==> config.mk <==
export PLATFORM = sky130hd
export DESIGN_NAME = vga_pattern_gen_flat
export DESIGN_NICKNAME = d
export VERILOG_FILES = /design/src/rtl/vga_pattern_if.sv /design/src/rtl/vga_pattern_gen.sv /design/src/flat_wrapper.sv
export SDC_FILE = /design/constraint.sdc
export NUM_CORES = 1
export LEC_CHECK = 0
export CORE_MARGIN = 2
export CORE_UTILIZATION = 30
export CTS_CLUSTER_SIZE = 16
export DETAILED_ROUTE_END_ITERATION = 10
export PLACE_DENSITY = 0.57
export SLEW_MARGIN = 20
export SYNTH_ARGS = -nofsm -noshare
export SYNTH_HDL_FRONTEND = slang
export SYNTH_SLANG_ARGS = --single-unit
==> constraint.sdc <==
create_clock -name clk -period 2.8 [get_ports clk]
set_input_delay 0.42 -clock clk [delete_from_list [all_inputs] [get_ports clk]]
set_output_delay 0.42 -clock clk [all_outputs]
set_load 0.02 [all_outputs]
==> src/rtl/vga_pattern_if.sv <==
// Pixel-side bundle between vga_controller, vga_pattern_gen and vga_color_extend.
// The master is the timing source; the slave is the pattern generator.
interface vga_pattern_if;
  logic [9:0]  vga_x;
  logic [9:0]  vga_y;
  logic        vga_vs;
  logic        mode_next;
  logic [15:0] vga_data;
  logic [1:0]  mode;
  logic [15:0] frame_count;

  modport master (
    output vga_x, vga_y, vga_vs, mode_next,
    input  vga_data, mode, frame_count
  );

  modport slave (
    input  vga_x, vga_y, vga_vs, mode_next,
    output vga_data, mode, frame_count
  );
endinterface

==> src/rtl/vga_pattern_gen.sv <==
// Frame-synchronous VGA test-pattern source: solid, colour bars, checkerboard, bouncing boxes.
// Mode changes and box motion are applied only on the VS falling edge.
//
//   state        | meaning
//   MODE_SOLID   | whole active area is 16'h380F
//   MODE_BARS    | eight vertical colour bars
//   MODE_CHECKER | 32x32 black/white checkerboard
//   MODE_BOXES   | N_BOXES bouncing boxes over a 16'h380F background
module vga_pattern_gen #(
  parameter int H_RES    = 640,
  parameter int V_RES    = 480,
  parameter int N_BOXES  = 2,
  parameter int BOX_SIZE = 16,
  parameter int STEP     = 2
) (
  input  logic         clk,
  input  logic         reset,
  vga_pattern_if.slave bus
);

  typedef enum logic [1:0] {
    MODE_SOLID   = 2'd0,
    MODE_BARS    = 2'd1,
    MODE_CHECKER = 2'd2,
    MODE_BOXES   = 2'd3
  } mode_e;

  localparam logic signed [11:0] LIM_X  = 12'(H_RES - BOX_SIZE);
  localparam logic signed [11:0] LIM_Y  = 12'(V_RES - BOX_SIZE);
  localparam logic signed [11:0] STEP_S = 12'(STEP);
  localparam logic signed [11:0] BOX_S  = 12'(BOX_SIZE);
  localparam logic [15:0] BG_COLOUR = 16'h380F;
  localparam logic [15:0] TBL [8] = '{16'hFFFF, 16'hFFE0, 16'h07FF, 16'h07E0,
                                      16'hF81F, 16'hF800, 16'h001F, 16'h0000};

  mode_e       mode_q, mode_d;
  logic        vs_d_q, btn_d_q;
  logic        pending_q, pending_d;
  logic [15:0] fc_q, fc_d;
  logic [15:0] pix_q, pix_d;
  logic        frame_tick, btn_edge;

  logic signed [11:0] bx_q  [N_BOXES];
  logic signed [11:0] by_q  [N_BOXES];
  logic signed [11:0] bdx_q [N_BOXES];
  logic signed [11:0] bdy_q [N_BOXES];
  logic signed [11:0] bx_d  [N_BOXES];
  logic signed [11:0] by_d  [N_BOXES];
  logic signed [11:0] bdx_d [N_BOXES];
  logic signed [11:0] bdy_d [N_BOXES];

  // One axis of bounce: returns {position, velocity} after one frame.
  function automatic logic [23:0] axis_step(input logic signed [11:0] p,
                                            input logic signed [11:0] d,
                                            input logic signed [11:0] lim);
    logic signed [11:0] n;
    n = p + d;
    if (n > lim)           return {lim, -STEP_S};
    else if (n < 12'sd0)   return {12'sd0, STEP_S};
    else                   return {n, d};
  endfunction

  assign frame_tick = vs_d_q & ~bus.vga_vs;
  assign btn_edge   = bus.mode_next & ~btn_d_q;

  always_ff @(posedge clk or posedge reset) begin
    if (reset) begin
      mode_q    <= MODE_SOLID;
      vs_d_q    <= 1'b1;
      btn_d_q   <= 1'b1;
      pending_q <= 1'b0;
      fc_q      <= 16'h0000;
      pix_q     <= 16'h0000;
      for (int i = 0; i < N_BOXES; i++) begin
        bx_q[i]  <= 12'(2 * i * BOX_SIZE);
        by_q[i]  <= 12'(i * BOX_SIZE);
        bdx_q[i] <= STEP_S;
        bdy_q[i] <= (i % 2 == 0) ? STEP_S : -STEP_S;
      end
    end else begin
      mode_q    <= mode_d;
      vs_d_q    <= bus.vga_vs;
      btn_d_q   <= bus.mode_next;
      pending_q <= pending_d;
      fc_q      <= fc_d;
      pix_q     <= pix_d;
      for (int i = 0; i < N_BOXES; i++) begin
        bx_q[i]  <= bx_d[i];
        by_q[i]  <= by_d[i];
        bdx_q[i] <= bdx_d[i];
        bdy_q[i] <= bdy_d[i];
      end
    end
  end

  // Requests collapse: any number of edges in a frame advance the mode once.
  always_comb begin
    mode_d    = mode_q;
    pending_d = pending_q | btn_edge;
    fc_d      = fc_q;
    if (frame_tick) begin
      fc_d = fc_q + 16'd1;
      if (pending_q | btn_edge) begin
        mode_d    = mode_e'(mode_q + 2'd1);
        pending_d = 1'b0;
      end
    end
  end

  // Motion uses the pre-tick mode, so the tick that enters BOXES does not move them.
  always_comb begin
    for (int i = 0; i < N_BOXES; i++) begin
      bx_d[i]  = bx_q[i];
      by_d[i]  = by_q[i];
      bdx_d[i] = bdx_q[i];
      bdy_d[i] = bdy_q[i];
      if (frame_tick && mode_q == MODE_BOXES) begin
        {bx_d[i], bdx_d[i]} = axis_step(bx_q[i], bdx_q[i], LIM_X);
        {by_d[i], bdy_d[i]} = axis_step(by_q[i], bdy_q[i], LIM_Y);
      end
    end
  end

  logic signed [11:0] px, py;
  assign px = {2'b00, bus.vga_x};
  assign py = {2'b00, bus.vga_y};

  always_comb begin
    pix_d = 16'h0000;
    if ({1'b0, bus.vga_x} < 11'(H_RES) && {1'b0, bus.vga_y} < 11'(V_RES)) begin
      case (mode_q)
        MODE_SOLID:   pix_d = BG_COLOUR;
        MODE_BARS:    pix_d = TBL[3'(bus.vga_x / 10'(H_RES / 8))];
        MODE_CHECKER: pix_d = (bus.vga_x[5] ^ bus.vga_y[5]) ? 16'hFFFF : 16'h0000;
        MODE_BOXES: begin
          pix_d = BG_COLOUR;
          // Scan high to low so the lowest-index hit box has the last word.
          for (int i = N_BOXES - 1; i >= 0; i--) begin
            if (px >= bx_q[i] && px < bx_q[i] + BOX_S &&
                py >= by_q[i] && py < by_q[i] + BOX_S)
              pix_d = TBL[3'((i + 1) % 8)];
          end
        end
        default:      pix_d = 16'h0000;
      endcase
    end
  end

  assign bus.vga_data    = pix_q;
  assign bus.mode        = mode_q;
  assign bus.frame_count = fc_q;

endmodule

==> src/flat_wrapper.sv <==
// flat-port wrapper written by rule: the top's interface ports become plain ports
module vga_pattern_gen_flat 
#(
  parameter int H_RES    = 640,
  parameter int V_RES    = 480,
  parameter int N_BOXES  = 2,
  parameter int BOX_SIZE = 16,
  parameter int STEP     = 2
)
  (clk, reset, bus_vga_x, bus_vga_y, bus_vga_vs, bus_mode_next, bus_vga_data, bus_mode, bus_frame_count);
  vga_pattern_if bus_i ();
  input  logic clk;
  input  logic reset;
  input wire logic [$bits(bus_i.vga_x)-1:0] bus_vga_x;
  input wire logic [$bits(bus_i.vga_y)-1:0] bus_vga_y;
  input wire logic [$bits(bus_i.vga_vs)-1:0] bus_vga_vs;
  input wire logic [$bits(bus_i.mode_next)-1:0] bus_mode_next;
  output wire logic [$bits(bus_i.vga_data)-1:0] bus_vga_data;
  output wire logic [$bits(bus_i.mode)-1:0] bus_mode;
  output wire logic [$bits(bus_i.frame_count)-1:0] bus_frame_count;
  assign bus_i.vga_x = bus_vga_x;
  assign bus_i.vga_y = bus_vga_y;
  assign bus_i.vga_vs = bus_vga_vs;
  assign bus_i.mode_next = bus_mode_next;
  assign bus_vga_data = bus_i.vga_data;
  assign bus_mode = bus_i.mode;
  assign bus_frame_count = bus_i.frame_count;
  vga_pattern_gen #(.H_RES(H_RES), .V_RES(V_RES), .N_BOXES(N_BOXES), .BOX_SIZE(BOX_SIZE), .STEP(STEP)) u_core (.clk(clk), .reset(reset), .bus(bus_i));
endmodule
# Yosys cells after proc, flatten, opt, wreduce, memory -nomap -nowiden
# Memories as Yosys holds them, arrays and structs flattened.
# Index checks and enable logic that the tools add are counted.
# word_totals
register_bits,133
romBits,128
input_bits,24
output_inout_bits,34
wordCells,89
n_memories,1
# op_classes
add_sub_neg,10
n_div,1
order_cmp,19
eq_ne,3
muxes,16
bitwise,7
reduce_logical,18
# memory_table
name,words,word_bits,rd,rd_clocked_by_memory_dff,wr,line_no,text
(no name shown),8,16,1,0,0,vga_pattern_gen.sv:133,MODE_BARS: pix_d = TBL[3'(bus.vga_x / 10'(H_RES / 8))];
# ops
operator,count
24-bit 2-to-1 mux,8
16-bit 2-to-1 mux,5
16-bit case mux with 4 select lines,1
12-bit adder,4
"12-bit by 6-bit adder with 12-bit output, second input constant",4
11-bit by 12-bit >= comparator with 1-bit output,4
11-bit by 12-bit < comparator with 1-bit output,4
"12-bit by 1-bit < comparator with 1-bit output, second input constant",4
"12-bit by 10-bit > comparator with 1-bit output, second input constant",2
"12-bit by 11-bit > comparator with 1-bit output, second input constant",2
"16-bit by 1-bit adder with 16-bit output, second input constant",1
14-bit 2-to-1 mux,1
"10-bit by 7-bit divider with 10-bit output, second input constant",1
"10-bit < comparator, second input constant",1
"10-bit by 9-bit < comparator with 1-bit output, second input constant",1
2-bit AND reduction,5
1-bit logical AND,8
2-bit nonzero test,4
"2-bit equality test, second input constant",2
"4-bit >= comparator, second input constant",1
3-bit NOT with 4-bit output,1
"2-bit by 1-bit adder with 2-bit output, second input constant",1
1-bit bitwise AND,2
"2-bit by 1-bit equality test with 1-bit output, second input constant",1
other kinds (5),6

# Longest topological paths before layout
# Gate-level depths: netlist of run 1.
# logic_depth
ltp_word,9
depth_mapped,11
mapped_depth_nobuf,11

# Least setup slack after synthesis of run 1
# Ideal clock, no wire load.
# synth_path
kind,register to register
from,register u_core.bdy_q[10] in the netlist's numbering
to,register u_core.by_q[0] in the netlist's numbering
setup_ps,119
arrival_time_ps,2664
t_required_ps,2681
path_slack_ps,17
stages_incl_launch_ff,9
n_path_buf,0
period_less_slack_ps,2783
path_cell_list,dfstp_2 -> ha_1 -> a211oi_1 -> o21bai_1 -> a311oi_1 -> a21oi_1 -> xor2_1 -> nor2_1 -> o21a_1
# synth_via
elab_chain_cells,4
elab_cells_between_ends,5
classes_between,add/sub (1); order compare (2); mux (2)
# synth_rtl
item,line_no,text
"start, declared",vga_pattern_gen.sv:46,logic signed [11:0] bdy_q [N_BOXES];
"start signal, assigned by index",vga_pattern_gen.sv:78,bdy_q[i] <= (i % 2 == 0) ? STEP_S : -STEP_S;
"start signal, assigned by index",vga_pattern_gen.sv:91,bdy_q[i] <= bdy_d[i];
12-bit adder (*),vga_pattern_gen.sv:57,n = p + d;
12-bit by 1-bit < comparator with 1-bit output,vga_pattern_gen.sv:59,"else if (n < 12'sd0) return {12'sd0, STEP_S};"
24-bit 2-to-1 mux,vga_pattern_gen.sv:59,
24-bit 2-to-1 mux (*),vga_pattern_gen.sv:58,"if (n > lim) return {lim, -STEP_S};"
"end signal, assigned by index",vga_pattern_gen.sv:76,by_q[i] <= 12'(i * BOX_SIZE);
"end signal, assigned by index",vga_pattern_gen.sv:89,by_q[i] <= by_d[i];
"end, declared",vga_pattern_gen.sv:44,logic signed [11:0] by_q [N_BOXES];
# Mark *: on every way between the ends. The rest lies on a longest branch, timed or not. The select of a mux whose other input is x is not followed.
# A chain may end at the register's enable or synchronous reset.

# Worst setup path after layout of run 1
# layout_path
from,register u_core.bdx_q[10] in the netlist's numbering
to,register u_core.bdx_q[1] in the netlist's numbering
# layout_via
elab_chain_cells,4
elab_cells_between_ends,6
classes_between,add/sub (1); order compare (2); mux (1); reduce/logical (2)
# layout_rtl
item,line_no,text
"start, declared",vga_pattern_gen.sv:45,logic signed [11:0] bdx_q [N_BOXES];
"start signal, assigned by index",vga_pattern_gen.sv:90,bdx_q[i] <= bdx_d[i];
12-bit adder (*),vga_pattern_gen.sv:57,
12-bit by 1-bit < comparator with 1-bit output or 12-bit by 11-bit > comparator with 1-bit output (tied branches),"vga_pattern_gen.sv:59, vga_pattern_gen.sv:58",
2-bit nonzero test (no line),--,
2-bit AND reduction (no line),--,
# Mark *: on every way between the ends. The rest lies on a longest branch, timed or not.

==> results.yml, run 1 <==
setup_path:
  slowest_stage: "dfrtp_2"
  r2r_start: "u_core.bdx_q[10]"
  worstReg2RegEnd: "u_core.bdx_q[1]"
  crit_chain: "ha_1 -> a211oi_2 -> o21bai_2 -> a2111oi_4 -> or3_2 -> a31oi_4 -> or3b_4 -> a21o_1"
  critPathCaptureType: "flop"
  rr_worst_depth: 8
  cp_num_buf_inv: 0
  start_kind: "flop"
  regToRegSetupSlack_ns: 0.11
  crit_family: "compound AO/OA/AOI/OAI gates"
  worstSetupPathType: "flop to flop"
  crit_fanout: 7
  worstPathRequired_ns: 3.07
  critPathArrivalTime_ns: 2.96
  slowest_delay_ns: 0.46
clock_tree:
  h-tree-depth: 3
  path_clk_slew_ns: 0.06
  cts_made_buffers: 9
  cts.sinks: 78
  cts_tree: "yes"
  clkLatencyLatePin_ns: 0.34
  clockBufferDepth: 2
  cts.root.buffer_cell: "clkbuf_16"
floorplan:
  num_rows: 56
  dieArea_um2: 25520
  die_w_um: 159.7
  start_util_pct: 30.82
  die_h_um: 159.7
  ios: 58
  core-area_um2: 23610
finish:
  stdcell_area_um2: 8828
  antenna_cells: 0
  multi_input_area_um2: 5019
  layout-drive-gt1-share_pct: 12.03
  seq_area_um2: 1966
  final_util_pct: 37.39
  final_nets: 1038
  fill_cells: 2426
  fin_cells: 1225
  areaGrowthSynthToFinish_pct: 21.32
pwr:
  intPower_mw: 4.110
  ir_worst_vdd_uv: 456.0
  switching_power_mw: 3.286
  p_seq_share_pct: 23.6
  fin_total_pwr_mw: 7.396
  powerDensity_nw_per_um2: 837.8
  swShare_pct: 44.43
  leakage_nw: 3.885
  pwr-share-clk_pct: 16.1
  pwr-share-comb_pct: 60.3
grt:
  overflow: 0
  antenna_found_initial: 0
  grt_start_max_net_pins: 79
  grt_usage_pct: 13.50
  grt_pass1_vias: 5932
  grt_pass1_wl_um: 28650
logic_synthesis:
  yosys.area_share.simple_pct: 15.92
  yosysMostFrequentCell: "ha_1"
  yosys-top-cells-area: "dfrtp_1 (24%), ha_1 (19%), xnor2_1 (6.1%)"
  async_reset_ff_share_pct: 100.0
  yosysUniqueCellTypes: 76
  synth_nets: 958
  synth_top_family_by_area: "compound AO/OA/AOI/OAI gates"
  avgSynthCellArea_um2: 8.864
  syn_inst: 821
  synth_seq_cells: 78
  yosysTopAreaCellShare_pct: 23.73
  ys_warn_count: 0
  yosys_most_used_dff: "dfrtp_1"
  synth_compound_area_share_pct: 22.90
  synth_xor_area_share_pct: 8.786
  synth-seq-area-share_pct: 26.98
  synth_common_cells: "ha_1 (113), dfrtp_1 (69), inv_1 (63)"
  synth_top_area_cell: "dfrtp_1"
  syn_area_um2: 7277
  synth_fa_ha_area_share_pct: 19.43
  synth.area.mux_share_pct: 0.6018
  synth_edf_count: 0
sta:
  hold_viol: 0
  relSlewSlack_pct: 67.61
  worst_slack_ns: 0.1127
  drv_slew: 0
  max_freq_mhz: 372.1
  min_period_ns: 2.687
  tightest_slew_ns: 0.4736
  setup_viol_count_final: 0
  rsz0062_at_grt: "false"
  worst_clock_skew_ns: 0.007687
  finalCritPeriodShare_pct: 95.98
detailed_routing:
  via_per_inst: 5.024
  drcViolationCount: 0
  drt_wl_total_um: 17310
  final_antenna_net_count: 0
  vias: 6155
  routed.top_layer: "met4"
  drt_iter0_drc: 249
  route.met2.wl_um: 7999
  dr_wl_met3_um: 519
  first_pass_iters: 4
  wl_met1_um: 8637
  wl_per_cell_um: 14.13
placement:
  numPortBuffers: 57
  place.gp.congestion: 0.7965
  dpl_cell_area_um2: 8433
  place_ws_ns: -0.05246
  dp_hpwl_um: 13600
  place_inst: 1209
flow_run:
  maxCapViolCount: 0
hold_path:
  hp-class: "primary input to asynchronous set/reset pin"
outcome:
  status: "finished clean"
[timing repair]
action,4_1_cts,5_1_grt
endpoints found under the setup margin,2,31
resized for setup,1,23
hold buffers,0,0
pin swaps,0,3
buffers inserted,0,0
[state kept, by name, indices dropped and copies added (netlist names)]
signal	flops
u_core.bdx_q	4
u_core.btn_d_q	1
u_core.bx_q	22
u_core.pending_q	1
u_core.by_q	22
u_core.bus.frame_count	16
u_core.vs_d_q	1
u_core.bus.vga_data	5
u_core.bdy_q	4
u_core.bus.mode	2
[per-layer routing]
layer	global-route usage, %	up-vias
met5	0	-
met4	2.851	0
met3	2.208	10
met2	22.75	82
met1	18.22	2865
li1	-	3198
[logic make-up (layout without fill, tap and decap cells)]
logic type,after synthesis,count (layout)
AO/OA/AOI/OAI,233,233
AND/OR/NAND/NOR,227,227
adder cells (fa/ha/maj),113,113
buffers and inverters,93,178
flip-flops,78,78
XOR/XNOR,73,73
multiplexers,4,4
[power groups by stage]
| stage | clock network [mW] | logic, mW | registers [mW] |
|---|---|---|---|
| detailed placement | 0 | 4.31 | 1.76 |
| floorplan | 0 | 3.06 | 1.77 |
| finish | 1.19 | 4.46 | 1.75 |
| global route | 1.28 | 5.01 | 1.80 |
| CTS | 1.22 | 4.34 | 1.75 |
| global placement | 0 | 4.27 | 1.76 |
[metrics by stage]
stage               TNS (ns)  hold WS, ns
floorplan                  0       0.4245
global placement     -0.1127       0.4671
detailed placement   -0.1127       0.4656
CTS                        0       0.4831
global route               0       0.5080
finish                     0       0.4683
[cells in the final DEF, fill, tap and decap left out, types with 5 or more instances in the layout]
cell type        count
inv_1               62
dfstp_2              9
nor2b_1              7
buf_4               40
a31oi_1             10
a211oi_1             8
ha_1               110
clkbuf_16            9
dfrtp_1             67
xor2_1              22
nand4_1             12
clkdlybuf4s50_1     57
a21oi_1             35
and2_1              11
o31ai_1             10
o211ai_1            12
xnor2_1             50
o22ai_1             13
o21a_1              12
nand2b_1            10
nor3_1              24
or2_2                7
nand3_1             32
o21ai_0             36
o21ai_1              5
nor4_1               6
nor2_1              47
a21o_1              17
o21bai_1             5
nand2_1             44
and3_1               7
[area by class of cell]
| cell class | count | share of cell area [%] |
|---|---|---|
| Clock buffer | 9 | 2.551 |
| Clock inverter | 7 | 0.8078 |
| Inverter | 63 | 2.693 |
| Multi-Input combinational cell | 650 | 56.85 |
| Sequential cell | 78 | 22.26 |
| Tap cell | 319 | 4.521 |
| Timing Repair Buffer | 99 | 10.32 |
[worst max path at each step]
stage	startpoint	to	slack (ns)	cells past startpoint
floorplan	u_core.bdy_q[10]	u_core.by_q[0]	0.02	8
global placement	bus_vga_x[0]	u_core.bus.vga_data[3]	-0.05	10
detailed placement	bus_vga_x[0]	u_core.bus.vga_data[4]	-0.05	10
CTS	u_core.bdx_q[22]	u_core.bx_q[17]	0.02	8
global route	u_core.bdx_q[10]	u_core.bdx_q[1]	0.002	8
finish	u_core.bdx_q[10]	u_core.bdx_q[1]	0.11	8
[worst min-delay path, stage by stage]
cell             delay (ns)
clkdlybuf4s50_1        0.41
clkinv_2               0.06
buf_12                 0.32
Note: power is estimated with default switching activity, not from simulation.
==> run 2, diff against run 1 <==
--- a/config.mk
+++ b/config.mk
@@ -5,6 +5,7 @@
 export SDC_FILE = /design/constraint.sdc
 export NUM_CORES = 1
 export LEC_CHECK = 0
+export CORE_ASPECT_RATIO = 0.5
 export CORE_MARGIN = 2
 export CORE_UTILIZATION = 30
 export CTS_CLUSTER_SIZE = 16
==> results.yml, run 2 (synthesis results as in run 1) <==
finish:
  final_nets: 1045
  mostFrequentLayoutCells: "ha_1 (111), dfrtp_1 (66), inv_1 (62)"
  layout-drive-gt1-share_pct: 12.38
  final_util_pct: 37.14
  areaGrowthSynthToFinish_pct: 22.11
  final_common_cell: "ha_1"
grt:
  overflow: 0
  grt_pass1_vias: 6066
  antenna_found_initial: 3
  grt_pass1_wl_um: 30030
  grt_start_max_net_pins: 38
  grt_usage_pct: 14.28
floorplan:
  ios: 58
  die_h_um: 114.1
  num_rows: 40
  die_w_um: 224.3
  start_util_pct: 30.42
  dieArea_um2: 25590
  core-area_um2: 23920
clock_tree:
  cts_made_buffers: 9
  h-tree-depth: 3
  cts_tree: "yes"
  ctsHoldBuffers: 0
  cts.root.buffer_cell: "clkbuf_16"
  clockBufferDepth: 2
  clkLatencyLatePin_ns: 0.35
  path_clk_slew_ns: 0.07
  cts.sinks: 78
pwr:
  powerDensity_nw_per_um2: 841.2
  p_seq_share_pct: 23.5
  intPower_mw: 4.176
  pwr-share-clk_pct: 17.3
  leakage_nw: 3.927
  fin_total_pwr_mw: 7.475
  pwr-share-comb_pct: 59.2
  ir_worst_vdd_uv: 300.8
  swShare_pct: 44.13
  switching_power_mw: 3.299
sta:
  setup_viol_count_final: 0
  relSlewSlack_pct: 53.52
  worst_clock_skew_ns: 0.008948
  finalSetupTns_ns: 0
  min_period_ns: 2.705
  hold_slack_ns: 0.4791
  drv_slew: 0
  max_freq_mhz: 369.7
  finalCritPeriodShare_pct: 96.60
  hold_viol: 0
  tightest_slew_ns: 0.6965
setup_path:
  crit_fanout: 6
  worstPathRequired_ns: 3.08
  cpMostUsedCell: "a21o_1"
  r2r_start: "u_core.bdx_q[10]"
  slowest_stage: "dfrtp_2"
  worstReg2RegEnd: "u_core.bdx_q[1]"
  rr_worst_depth: 9
  critPathArrivalTime_ns: 2.98
  regToRegSetupSlack_ns: 0.1
  worstSetupPathType: "flop to flop"
  crit_chain: "ha_1 -> buf_4 -> a21o_1 -> a21oi_1 -> xnor2_1 -> a32oi_1 -> a31oi_4 -> or3b_4 -> a21o_1"
  crit_path_end: "u_core.bdx_q[1]"
  start_kind: "flop"
  crit_start: "u_core.bdx_q[10]"
  slowest_delay_ns: 0.45
  critPathCaptureType: "flop"
placement:
  place.gp.congestion: 0.8085
  numPortBuffers: 57
  dp_hpwl_um: 14190
detailed_routing:
  drcViolationCount: 0
  first_pass_iters: 5
  wl_per_cell_um: 14.58
  drt_iter0_drc: 288
  via_per_inst: 5.089
  drt_wl_total_um: 17950
  final_antenna_net_count: 0
  vias: 6264
hold_path:
  hp-class: "primary input to asynchronous set/reset pin"
outcome:
  status: "finished clean"
flow_run:
  maxCapViolCount: 0
==> run 2: cell count changes in the layout (fill, tap and decap cells not counted), sizes merged <==
cell / delta
clkinvlp: +2
buf: +7
clkinv: -2
bufinv: +1
inv: -1
diode: +3
==> run 2: power groups by stage <==
stage | clock [mW] | sequential [mW] | combinational, mW
after floorplan | 0 | 1.77 | 3.06
after global placement | 0 | 1.76 | 4.21
after detailed placement | 0 | 1.77 | 4.28
after CTS | 1.33 | 1.75 | 4.32
after global routing | 1.38 | 1.80 | 4.95
final | 1.29 | 1.76 | 4.42
==> run 2: per-stage QoR <==
step	instances	worst slack, ns	cell area, um^2
2_1_floorplan	821	0.01724	7277
3_3_place_gp	1210	-0.09965	8453
3_5_place_dp	1210	-0.1024	8453
4_1_cts	1226	0.01184	8776
5_1_grt	1228	-0.04584	8879
6_report	1231	0.09520	8886
==> run 2: timing repair <==
action / CTS / global route
setup buffers: 0 / 2
gates resized for setup: 0 / 23
hold endpoints to repair: 0 / 0
setup endpoints to repair: 0 / 35
==> run 2: per-layer routing <==
metal	global-route usage (%)	routed length, um	part of all wire, %
met1	19.41	9229	51
met2	23.48	8053	45
met3	3.105	490	2.7
met4	2.958	180	1.0
met5	0	0	0
==> run 2: how the worst min path moves through the flow <==
stage | start | end | slack [ns]
after floorplan | bus_mode_next | u_core.btn_d_q | 0.42
after global placement | u_core.bus.frame_count[15] | u_core.bus.frame_count[15] | 0.46
after detailed placement | u_core.bus.frame_count[15] | u_core.bus.frame_count[15] | 0.47
after CTS | u_core.bus.frame_count[15] | u_core.bus.frame_count[15] | 0.48
after global routing | u_core.bus.frame_count[15] | u_core.bus.frame_count[15] | 0.49
final | reset | u_core.bus.frame_count[7] | 0.48
==> run 2: critical path, delay by kind of cell, from the launching register on <==
family	cells	cell delay, ns
XOR/XNOR	1	0.14
flip-flops	1	0.45
adder cells (fa/ha/maj)	1	0.36
AND/OR/NAND/NOR	1	0.45
AO/OA/AOI/OAI	5	1.04
buffers and inverters	1	0.17
==> run 2: area by class of cell <==
cell class,instances,area [um^2]
fillers,2381,15040
clock buffers,9,225.2
repair buffers,106,950.9
multi-input cells,650,5006
inverters,63,237.7
flip-flops and latches,78,1967
well taps,315,394.1
clock inverters,7,97.59
diodes,3,7.507
==> run 3, diff against run 2 <==
--- a/config.mk
+++ b/config.mk
@@ -11,6 +11,7 @@
 export CTS_CLUSTER_SIZE = 16
 export DETAILED_ROUTE_END_ITERATION = 10
 export PLACE_DENSITY = 0.57
+export SKIP_CTS_REPAIR_TIMING = 1
 export SLEW_MARGIN = 20
 export SYNTH_ARGS = -nofsm -noshare
 export SYNTH_HDL_FRONTEND = slang
==> results of run 3 <==
Same layout as run 2: the final DEF is identical, and so are final timing and power.
